<file path="config.mk">
export PLATFORM = sky130hd
export DESIGN_NAME = mul_seq_ctrl
export DESIGN_NICKNAME = d
export VERILOG_FILES = /design/src/rtl/mul_seq_ctrl.sv
export SDC_FILE = /design/constraint.sdc
export NUM_CORES = 1
export LEC_CHECK = 0
export ABC_AREA = 0
export CAP_MARGIN = 20
export CORE_AREA = 2 2 200 202
export CTS_CLUSTER_DIAMETER = 50
export DETAILED_ROUTE_END_ITERATION = 12
export DIE_AREA = 0 0 202 204
export PLACE_DENSITY = 0.66
export SLEW_MARGIN = 20
export SYNTH_ARGS = -nofsm -noshare
export SYNTH_HDL_FRONTEND = slang
export SYNTH_SLANG_ARGS = --single-unit
</file>
<file path="constraint.sdc">
create_clock -name clk -period 8.7 [get_ports clk]
set_input_delay 2.175 -clock clk [delete_from_list [all_inputs] [get_ports clk]]
set_output_delay 2.175 -clock clk [all_outputs]
set_load 0.02 [all_outputs]
</file>
<file path="src/rtl/mul_seq_ctrl.sv">
// Shift-add multiply sequencer for the HiLo pair: one multiplier bit per cycle, IDLE -> CALC -> WB.
// Optional feature: define MUL_EARLY_EXIT_EN to leave CALC as soon as the remaining multiplier is zero.
module mul_seq_ctrl #(
  parameter int WIDTH = 32
) (
  input  logic               clk,
  input  logic               reset,
  input  logic               start,
  input  logic               signed_op,
  input  logic [WIDTH-1:0]   src_a,
  input  logic [WIDTH-1:0]   src_b,
  input  logic               mf_req,
  output logic               busy,
  output logic               stall,
  output logic [2*WIDTH-1:0] mul_ans,
  output logic               en_reg,
  output logic               done
);

  localparam int PW    = 2 * WIDTH;
  localparam int CNT_W = (WIDTH > 1) ? $clog2(WIDTH) : 1;

  typedef enum logic [1:0] {
    IDLE = 2'd0,
    CALC = 2'd1,
    WB   = 2'd2
  } state_e;

  state_e           state_q;
  logic [PW-1:0]    mcand_q;
  logic [WIDTH-1:0] mplier_q;
  logic [PW-1:0]    acc_q;
  logic [CNT_W-1:0] cnt_q;
  logic             neg_q;
  logic [PW-1:0]    mul_ans_q;
  logic             en_reg_q;

  logic [WIDTH-1:0] abs_a_d;
  logic [WIDTH-1:0] abs_b_d;
  logic [PW-1:0]    acc_d;
  logic [PW-1:0]    res_d;
  logic             last_d;
  logic             skip_d;

`ifdef MUL_EARLY_EXIT_EN
  assign skip_d = (mplier_q == '0);
`else
  assign skip_d = 1'b0;
`endif

  // Magnitudes are unsigned, so the most negative operand maps cleanly onto 2^(WIDTH-1).
  always_comb begin
    abs_a_d = (signed_op && src_a[WIDTH-1]) ? -src_a : src_a;
    abs_b_d = (signed_op && src_b[WIDTH-1]) ? -src_b : src_b;
    acc_d   = mplier_q[0] ? (acc_q + mcand_q) : acc_q;
    res_d   = neg_q ? -acc_d : acc_d;
    last_d  = (cnt_q == CNT_W'(WIDTH - 1));
  end

  // NOTE: the datapath registers are reset too, so an aborted product leaves no residue visible
  // on mul_ans and the next operation always starts from a known accumulator.
  always_ff @(posedge clk or posedge reset) begin
    if (reset) begin
      state_q   <= IDLE;
      mcand_q   <= '0;
      mplier_q  <= '0;
      acc_q     <= '0;
      cnt_q     <= '0;
      neg_q     <= 1'b0;
      mul_ans_q <= '0;
      en_reg_q  <= 1'b0;
    end else begin
      case (state_q)
        IDLE: begin
          en_reg_q <= 1'b0;
          if (start) begin
            mcand_q  <= {{WIDTH{1'b0}}, abs_a_d};
            mplier_q <= abs_b_d;
            acc_q    <= '0;
            cnt_q    <= '0;
            neg_q    <= signed_op & (src_a[WIDTH-1] ^ src_b[WIDTH-1]);
            state_q  <= CALC;
          end
        end
        CALC: begin
          if (!skip_d) begin
            acc_q    <= acc_d;
            mcand_q  <= mcand_q << 1;
            mplier_q <= mplier_q >> 1;
            cnt_q    <= cnt_q + CNT_W'(1);
          end
          // With a zero multiplier acc_d equals acc_q, so an early exit yields the same product.
          if (skip_d || last_d) begin
            mul_ans_q <= res_d;
            en_reg_q  <= 1'b1;
            state_q   <= WB;
          end
        end
        WB: begin
          en_reg_q <= 1'b0;
          state_q  <= IDLE;
        end
        default: begin
          en_reg_q <= 1'b0;
          state_q  <= IDLE;
        end
      endcase
    end
  end

  assign busy    = (state_q != IDLE);
  assign stall   = busy & (start | mf_req);
  assign mul_ans = mul_ans_q;
  assign en_reg  = en_reg_q;
  assign done    = en_reg_q;

endmodule

</file>
[Word-level counts from Yosys, hierarchy flattened]
Index checks and enable logic that the tools add are counted.
Word-level totals
  register bits: 233
  input port bits: 69
  output and inout port bits: 68
Cells by class
  add/subtract/negate cells: 5
  equal/unequal tests: 4
  muxes and demuxes: 17
  bitwise operators: 4
  reduce and logical (&&, ||, !) cells: 9
Operator list (number)
  64-bit two-way mux: 4
  64-bit one-hot mux with 2 select lines: 2
  32-bit two-way mux: 3
  64-bit adder: 1
  32-bit negation: 2
  64-bit negation: 1
  32-bit one-hot mux with 2 select lines: 1
  5-bit one-hot mux with 2 select lines: 1
  2-bit AND reduction: 4
  5-bit by 1-bit adder with 5-bit output (second input constant): 1
  5-bit equality test (second input constant): 1
  5-bit two-way mux: 1
  2-bit two-way mux: 2
  2-bit != test (second input constant): 2
  2-bit one-hot mux with 2 select lines: 1
  2-bit nonzero test: 2
  1-bit AND: 2
  2-bit by 1-bit equality test with 1-bit output (second input constant): 1
  1-bit logical AND: 2
  2-bit zero test: 1
  1-bit two-way mux: 2
  1-bit bitwise OR: 1
  1-bit bitwise XOR: 1

[Longest topological paths before layout]
  depth in word-level cells: 4
  depth in mapped cells: 17

[Least setup slack after synthesis]
No wires, ideal clock.
  path kind: register to register
  start: register acc_q[14]
  end: register mul_ans_q[49] (netlist: mul_ans[49])
  library setup time: 69 ps
  data arrival time: 4745 ps
  slack: 3886 ps
  stages on the path, launching flop included: 16
  buffers on the path: 2
  cell sequence: dfrtp_1 -> ha_1 -> clkbuf_1 -> nand4_1 -> or3_1 -> o32a_1 -> a211oi_1 -> mux2i_1 -> o311ai_0 -> or3b_1 -> or4_4 -> or4_4 -> buf_6 -> or3b_1 -> a211o_1 -> nand3_1
On the way
  word-level cells in the longest chain between the ends: 4
RTL lines
  start: declaration: RTL line 32  | logic [PW-1:0] acc_q;
  start signal: assignment: RTL line 67  | acc_q <= '0;
  start signal: assignment: RTL line 79  | acc_q <= '0;
  start signal: assignment: RTL line 87  | acc_q <= acc_d;
  64-bit adder: RTL line 55  | acc_d = mplier_q[0] ? (acc_q + mcand_q) : acc_q;
  64-bit two-way mux (*): RTL line 55
  64-bit negation: RTL line 56  | res_d = neg_q ? -acc_d : acc_d;
  64-bit two-way mux (*): RTL line 56
  end signal: assignment: RTL line 94  | mul_ans_q <= res_d;
  end: declaration: RTL line 35  | logic [PW-1:0] mul_ans_q;
Mark *: on every way between the ends. The rest lies on a longest branch, timed or not.
A chain may end at the register's enable or synchronous reset.

[Worst setup path in the final report]
  start: register mplier_q[0]
  end: register mul_ans_q[58] (netlist: mul_ans[58])
On the way
  word-level cells in the longest chain between the ends: 3
RTL lines
  start: declaration: RTL line 31  | logic [WIDTH-1:0] mplier_q;
  start signal: assignment: RTL line 78  | mplier_q <= abs_b_d;
  start signal: assignment: RTL line 89  | mplier_q <= mplier_q >> 1;
  64-bit two-way mux (*): RTL line 55
  64-bit negation: RTL line 56
  64-bit two-way mux (*): RTL line 56
Marked as above.

==> flow_results.org <==
** Run status
- The flow ran to the end, and the final reports show no timing, DRC or antenna violations.

** Cells and area
- For this run, the post-layout net count is 2364.
- From synthesis to final layout, the design area changed by 16.5%.
- Number of antenna repair diodes :: 0
- In the final layout, the share of cells above drive strength 1 is 0.0542.
- Area taken by flip-flops and latches :: 5840 um^2
- After filler insertion, the fill cell instance count of the layout stands at 3766.
- Summing all multi-input logic gate instances after layout gives approximately 11000 um^2.
- Post-route non-filler standard cell count :: around 2800
- Post-layout instance area :: approximately 20000 um^2

** Synthesis
- Synth warn :: 0
- After synthesis, the share of flip-flops with an asynchronous set or reset is 1.00.
- Top_reg_cell synth :: sky130_fd_sc_hd__dfrtp_1
- After technology mapping, the gate count stands at 2169.
- Summed instance area of the synthesized netlist :: 17400 um^2
- Xor and xnor fraction of the mapped netlist area :: 0.0679
- Unique masters post-synth :: 99
- Yosys mapped a number of flops with a built-in enable equal to 0.
- Of the total synthesized cell area, the portion taken by AND, OR, NAND and NOR gates is 0.217.
- Register area share after synthesis :: 0.335
- A synthesized cell averages 8.02 um^2.
- Of the total synthesized cell area, the portion taken by full adders, half adders and majority gates is 0.0500.
- By area, the combinational part of the netlist is dominated by compound AO/OA/AOI/OAI gates.
- Proportion of synthesized area in mux cells :: 0.0155
- The number of nets handed over by synthesis was 2307.
- #FFs+latches synth :: 233
- The compound-cell area share of the yosys netlist is 0.277.

** Floorplanning
- Y dimension of the die :: 204 um
- Area enclosed by the die boundary :: approximately 41000 um^2
- For this configuration, the core starts out at a cell density of 0.444.
- The floorplan has 73 rows.
- Boundary pin count :: 137
- Chip width :: between 200 and 250 um
- The floorplan step defined a core boundary enclosing 39200 um^2.

** Power
- The share of total power dissipated in combinational logic is 0.622.
- Of the total power, registers draw 0.220.
- Switching power as a share of total power :: 0.513
- For this design the total switching power over the nets is 0.00460 W.
- Power per Cell Area :: 443 nW/um^2
- Internal power component :: between 0.004 and 0.005 W
- VDD IR max :: 0.180 mV
- Lkg Pwr :: 8.02 nW
- The share of total power dissipated in the clock network is 0.159.

** Route
- Routed wire per std cell :: 21.1 um
- First-pass iteration count of the detailed router :: 5
- Final antenna-violating net count :: 0
- Number of DRC violations after detailed routing :: 0
- Final routed wirelength across all metal layers :: 58700 um
- In the routed layout, each cell is associated on average with a via count of 6.18.
- DRC violation total after the first TritonRoute iteration :: about 1500
- Vias :: around 17000

** Timing
- Of the available clock period, the critical path in the final layout requires 0.682.
- Fin Clk Skew :: 0.0271 ns
- For the pin with the worst max-slew slack, the measured transition is around 1.1 ns.
- The routed design could run at a clock period as short as 5.93 ns.
- Setup TNS :: 0 ns
- Derived from the worst setup path, the maximum achievable clock frequency is 0.169 GHz.
- The count of final max-slew check failures was 0.
- RSZ-0062 raised after global routing :: false
- In this run the tightest slew margin relative to its limit is 0.237.
- The tightest hold path in the finished design has a slack of 0.476 ns.
- The hold violation total from the final report came to 0.
- Final setup vio count :: 0

** Global route
- Across every metal layer, demand over resource in global routing totals 0.283.
- For this run the aggregate overflow at the end of global routing stands at 0.
- First-pass GRT wire length :: just over 90000 um
- The number of global-route vias before repair was 16500.
- The initial antenna violation count is 0.
- Entering global routing, the biggest net connects 113 pins.

** Critical path
- By startpoint and endpoint, the worst setup path is classified as reg2reg.
- Counting cells, the worst reg-to-reg path comes to 12.
- Setup crit end kind :: flop
- Of all nets on the critical path, the largest fanout is 63.
- Type of origin of the critical path :: flop
- Data on the critical path is required at its endpoint by 9.18 ns.
- Data arrives at the worst endpoint at 6.41 ns.

** Placement
- Port buffering added 136 buffers.
- After detailed placement, the design holds a cell count of between 2000 and 3000.
- Final estimated routing congestion in global placement :: 0.978
- After detailed placement, the total cell area comes to 19100 um^2.
- Summed over all nets, the half-perimeter wirelength after detailed placement is roughly 44000 um.

** Clocking
- The number of clock buffers added by TritonCTS is 34.
- Source-to-sink clock delay at the later pin of the worst-skew pair :: 0.55 ns
- The tree built by TritonCTS fans out to around 230 sinks.
- The longest clock path from root to sink contains 3 buffers.
- Clock root cell :: sky130_fd_sc_hd__clkbuf_16
- For this design, the CTS-stage hold fixing added 0 buffers.
- Post-cts repair resize count :: 0
- Post-CTS setup-driven buffer insertion count :: 0
- The H-tree was split into 2 levels.
- TritonCTS built the clock tree.
- CTS clock-pin slew for the worst setup and hold paths :: around 0.06 ns

** Worst hold path
- Hold-critical path depth :: 2
- The tightest min-delay check is of the reg2reg type.

** Run
- Max-cap violations in this run came to 0.
-- final timing paths --
kind	startpoint	end	slack (ns)
max	mplier_q[0]	mul_ans[58]	2.77
min	mul_ans[50]	mul_ans[50]	0.48
max reg2reg	mplier_q[0]	mul_ans[58]	2.77
min reg2reg	mul_ans[50]	mul_ans[50]	0.48
max in group asynchronous	reset	acc_q[42]	5.21
min in group asynchronous	reset	mcand_q[18]	2.09
-- flip-flops by register name, indices dropped and copies added, names as in the netlist --
signal    count
acc_q        64
mcand_q      64
mul_ans      64
mplier_q     32
cnt_q         5
state_q       2
done          1
neg_q         1
-- power by group through the flow --
stage               Clock [W]  Sequential [W]  Combinational [W]
floorplan                   0         0.00188            0.00379
global placement            0         0.00197            0.00541
detailed placement          0         0.00198            0.00548
CTS                   0.00145         0.00197            0.00551
global route          0.00150         0.00202            0.00609
finish                0.00142         0.00197            0.00558
-- stage by stage --
| stage | total power (W) | utilization | setup WS [ns] |
|---|---|---|---|
| after global placement | 0.00738 | 0.487 | 2.96 |
| after global routing | 0.00962 | 0.517 | 2.31 |
| after detailed placement | 0.00746 | 0.487 | 2.87 |
| after CTS | 0.00892 | 0.516 | 2.83 |
| after floorplan | 0.00567 | - | 0.135 |
| final | 0.00898 | 0.517 | 2.77 |
-- Yosys cell counts, types with 6 or more instances --
master / number / area (um^2)
sky130_fd_sc_hd__mux2i_1: 19 / 190
sky130_fd_sc_hd__a221oi_1: 7 / 61.3
sky130_fd_sc_hd__a211oi_1: 17 / 128
sky130_fd_sc_hd__xnor2_1: 76 / 666
sky130_fd_sc_hd__dfrtp_1: 233 / 5830
sky130_fd_sc_hd__nor3_1: 45 / 225
sky130_fd_sc_hd__mux2_2: 6 / 67.6
sky130_fd_sc_hd__o41ai_1: 14 / 123
sky130_fd_sc_hd__o2bb2ai_1: 7 / 61.3
sky130_fd_sc_hd__buf_1: 14 / 52.6
sky130_fd_sc_hd__a21boi_0: 6 / 45.0
sky130_fd_sc_hd__o21ai_0: 309 / 1550
sky130_fd_sc_hd__or3_1: 25 / 156
sky130_fd_sc_hd__a31oi_1: 17 / 106
sky130_fd_sc_hd__a22o_1: 7 / 61.3
sky130_fd_sc_hd__buf_2: 10 / 50.1
sky130_fd_sc_hd__o21a_1: 14 / 105
sky130_fd_sc_hd__a22oi_1: 60 / 450
sky130_fd_sc_hd__a21oi_1: 131 / 656
sky130_fd_sc_hd__and4_1: 17 / 149
sky130_fd_sc_hd__nand2_1: 311 / 1170
sky130_fd_sc_hd__inv_1: 30 / 113
sky130_fd_sc_hd__nand2b_1: 26 / 163
sky130_fd_sc_hd__and2_1: 17 / 106
sky130_fd_sc_hd__nor2_1: 114 / 428
sky130_fd_sc_hd__o31ai_1: 37 / 278
sky130_fd_sc_hd__or4_1: 13 / 97.6
sky130_fd_sc_hd__nand4_1: 33 / 206
sky130_fd_sc_hd__ha_1: 68 / 851
sky130_fd_sc_hd__nor2b_1: 17 / 106
sky130_fd_sc_hd__xor2_1: 59 / 517
sky130_fd_sc_hd__nand3_1: 89 / 445
sky130_fd_sc_hd__a21o_1: 22 / 165
sky130_fd_sc_hd__o31a_1: 7 / 61.3
sky130_fd_sc_hd__o21ai_1: 13 / 65.1
sky130_fd_sc_hd__clkbuf_1: 109 / 409
sky130_fd_sc_hd__o211ai_1: 13 / 97.6
sky130_fd_sc_hd__nor4_1: 22 / 138
sky130_fd_sc_hd__and3_1: 16 / 100
-- placed cells by master, fill, tap and decap left out, drive strengths merged, types with 8 or more instances in the layout --
cell type / Yosys / layout
a221oi: 8 / 8
clkbuf: 109 / 43
nand2b: 26 / 26
o31ai: 38 / 38
nor3: 45 / 45
nor2: 114 / 114
and3: 16 / 16
inv: 30 / 35
nand4: 33 / 33
o21ai: 322 / 322
and4: 17 / 17
ha: 68 / 68
o21a: 14 / 14
clkdlybuf4s50: 0 / 136
a31oi: 18 / 18
a22oi: 60 / 60
nor4: 23 / 23
nand2: 311 / 311
dfrtp: 233 / 233
nand3: 90 / 90
a211oi: 18 / 18
o41ai: 17 / 17
mux2i: 19 / 19
a21o: 22 / 22
xor2: 59 / 59
or4: 16 / 16
a21oi: 132 / 132
o211ai: 15 / 15
or3: 25 / 25
buf: 26 / 20
and2: 18 / 18
xnor2: 76 / 76
nor2b: 17 / 17
-- area by class of cell --
type / instances / share of cell area
clock buffers: 43 / 0.0456
clock inverters: 17 / 0.0114
multi-input cells: 1770 / 0.541
repair buffers: 156 / 0.0756
flip-flops and latches: 233 / 0.288
inverters: 31 / 0.00611
well taps: 525 / 0.0324
-- worst max-delay path, stage by stage (launching register included) --
cell	delay, ns
sky130_fd_sc_hd__dfrtp_4	0.91
sky130_fd_sc_hd__inv_2	0.53
sky130_fd_sc_hd__a221o_1	0.49
sky130_fd_sc_hd__a311oi_2	0.50
sky130_fd_sc_hd__nand3_2	0.14
sky130_fd_sc_hd__nor4_1	0.43
sky130_fd_sc_hd__nand4_1	0.23
sky130_fd_sc_hd__or2_2	0.40
sky130_fd_sc_hd__or3_1	0.38
sky130_fd_sc_hd__nor4b_1	0.87
sky130_fd_sc_hd__nand3b_1	0.28
sky130_fd_sc_hd__or4b_1	0.57
sky130_fd_sc_hd__nand3_1	0.10
-- metal layers --
layer	track usage	part of all wire	up-vias
li1	-	-	8163
met1	0.351	0.41	8174
met2	0.475	0.47	642
met3	0.0364	0.056	167
met4	0.161	0.060	0
met5	0	0	-
-- cell families after synthesis --
kind of cell               Yosys count
buffers and inverters              166
xor gates and xnor gates           135
and+or+nand+nor                    777
adders and majority gates           69
DFF                                233
AOI/OAI and AO/OA                  763
muxes                               26
Note: power is estimated with default switching activity, not from simulation.
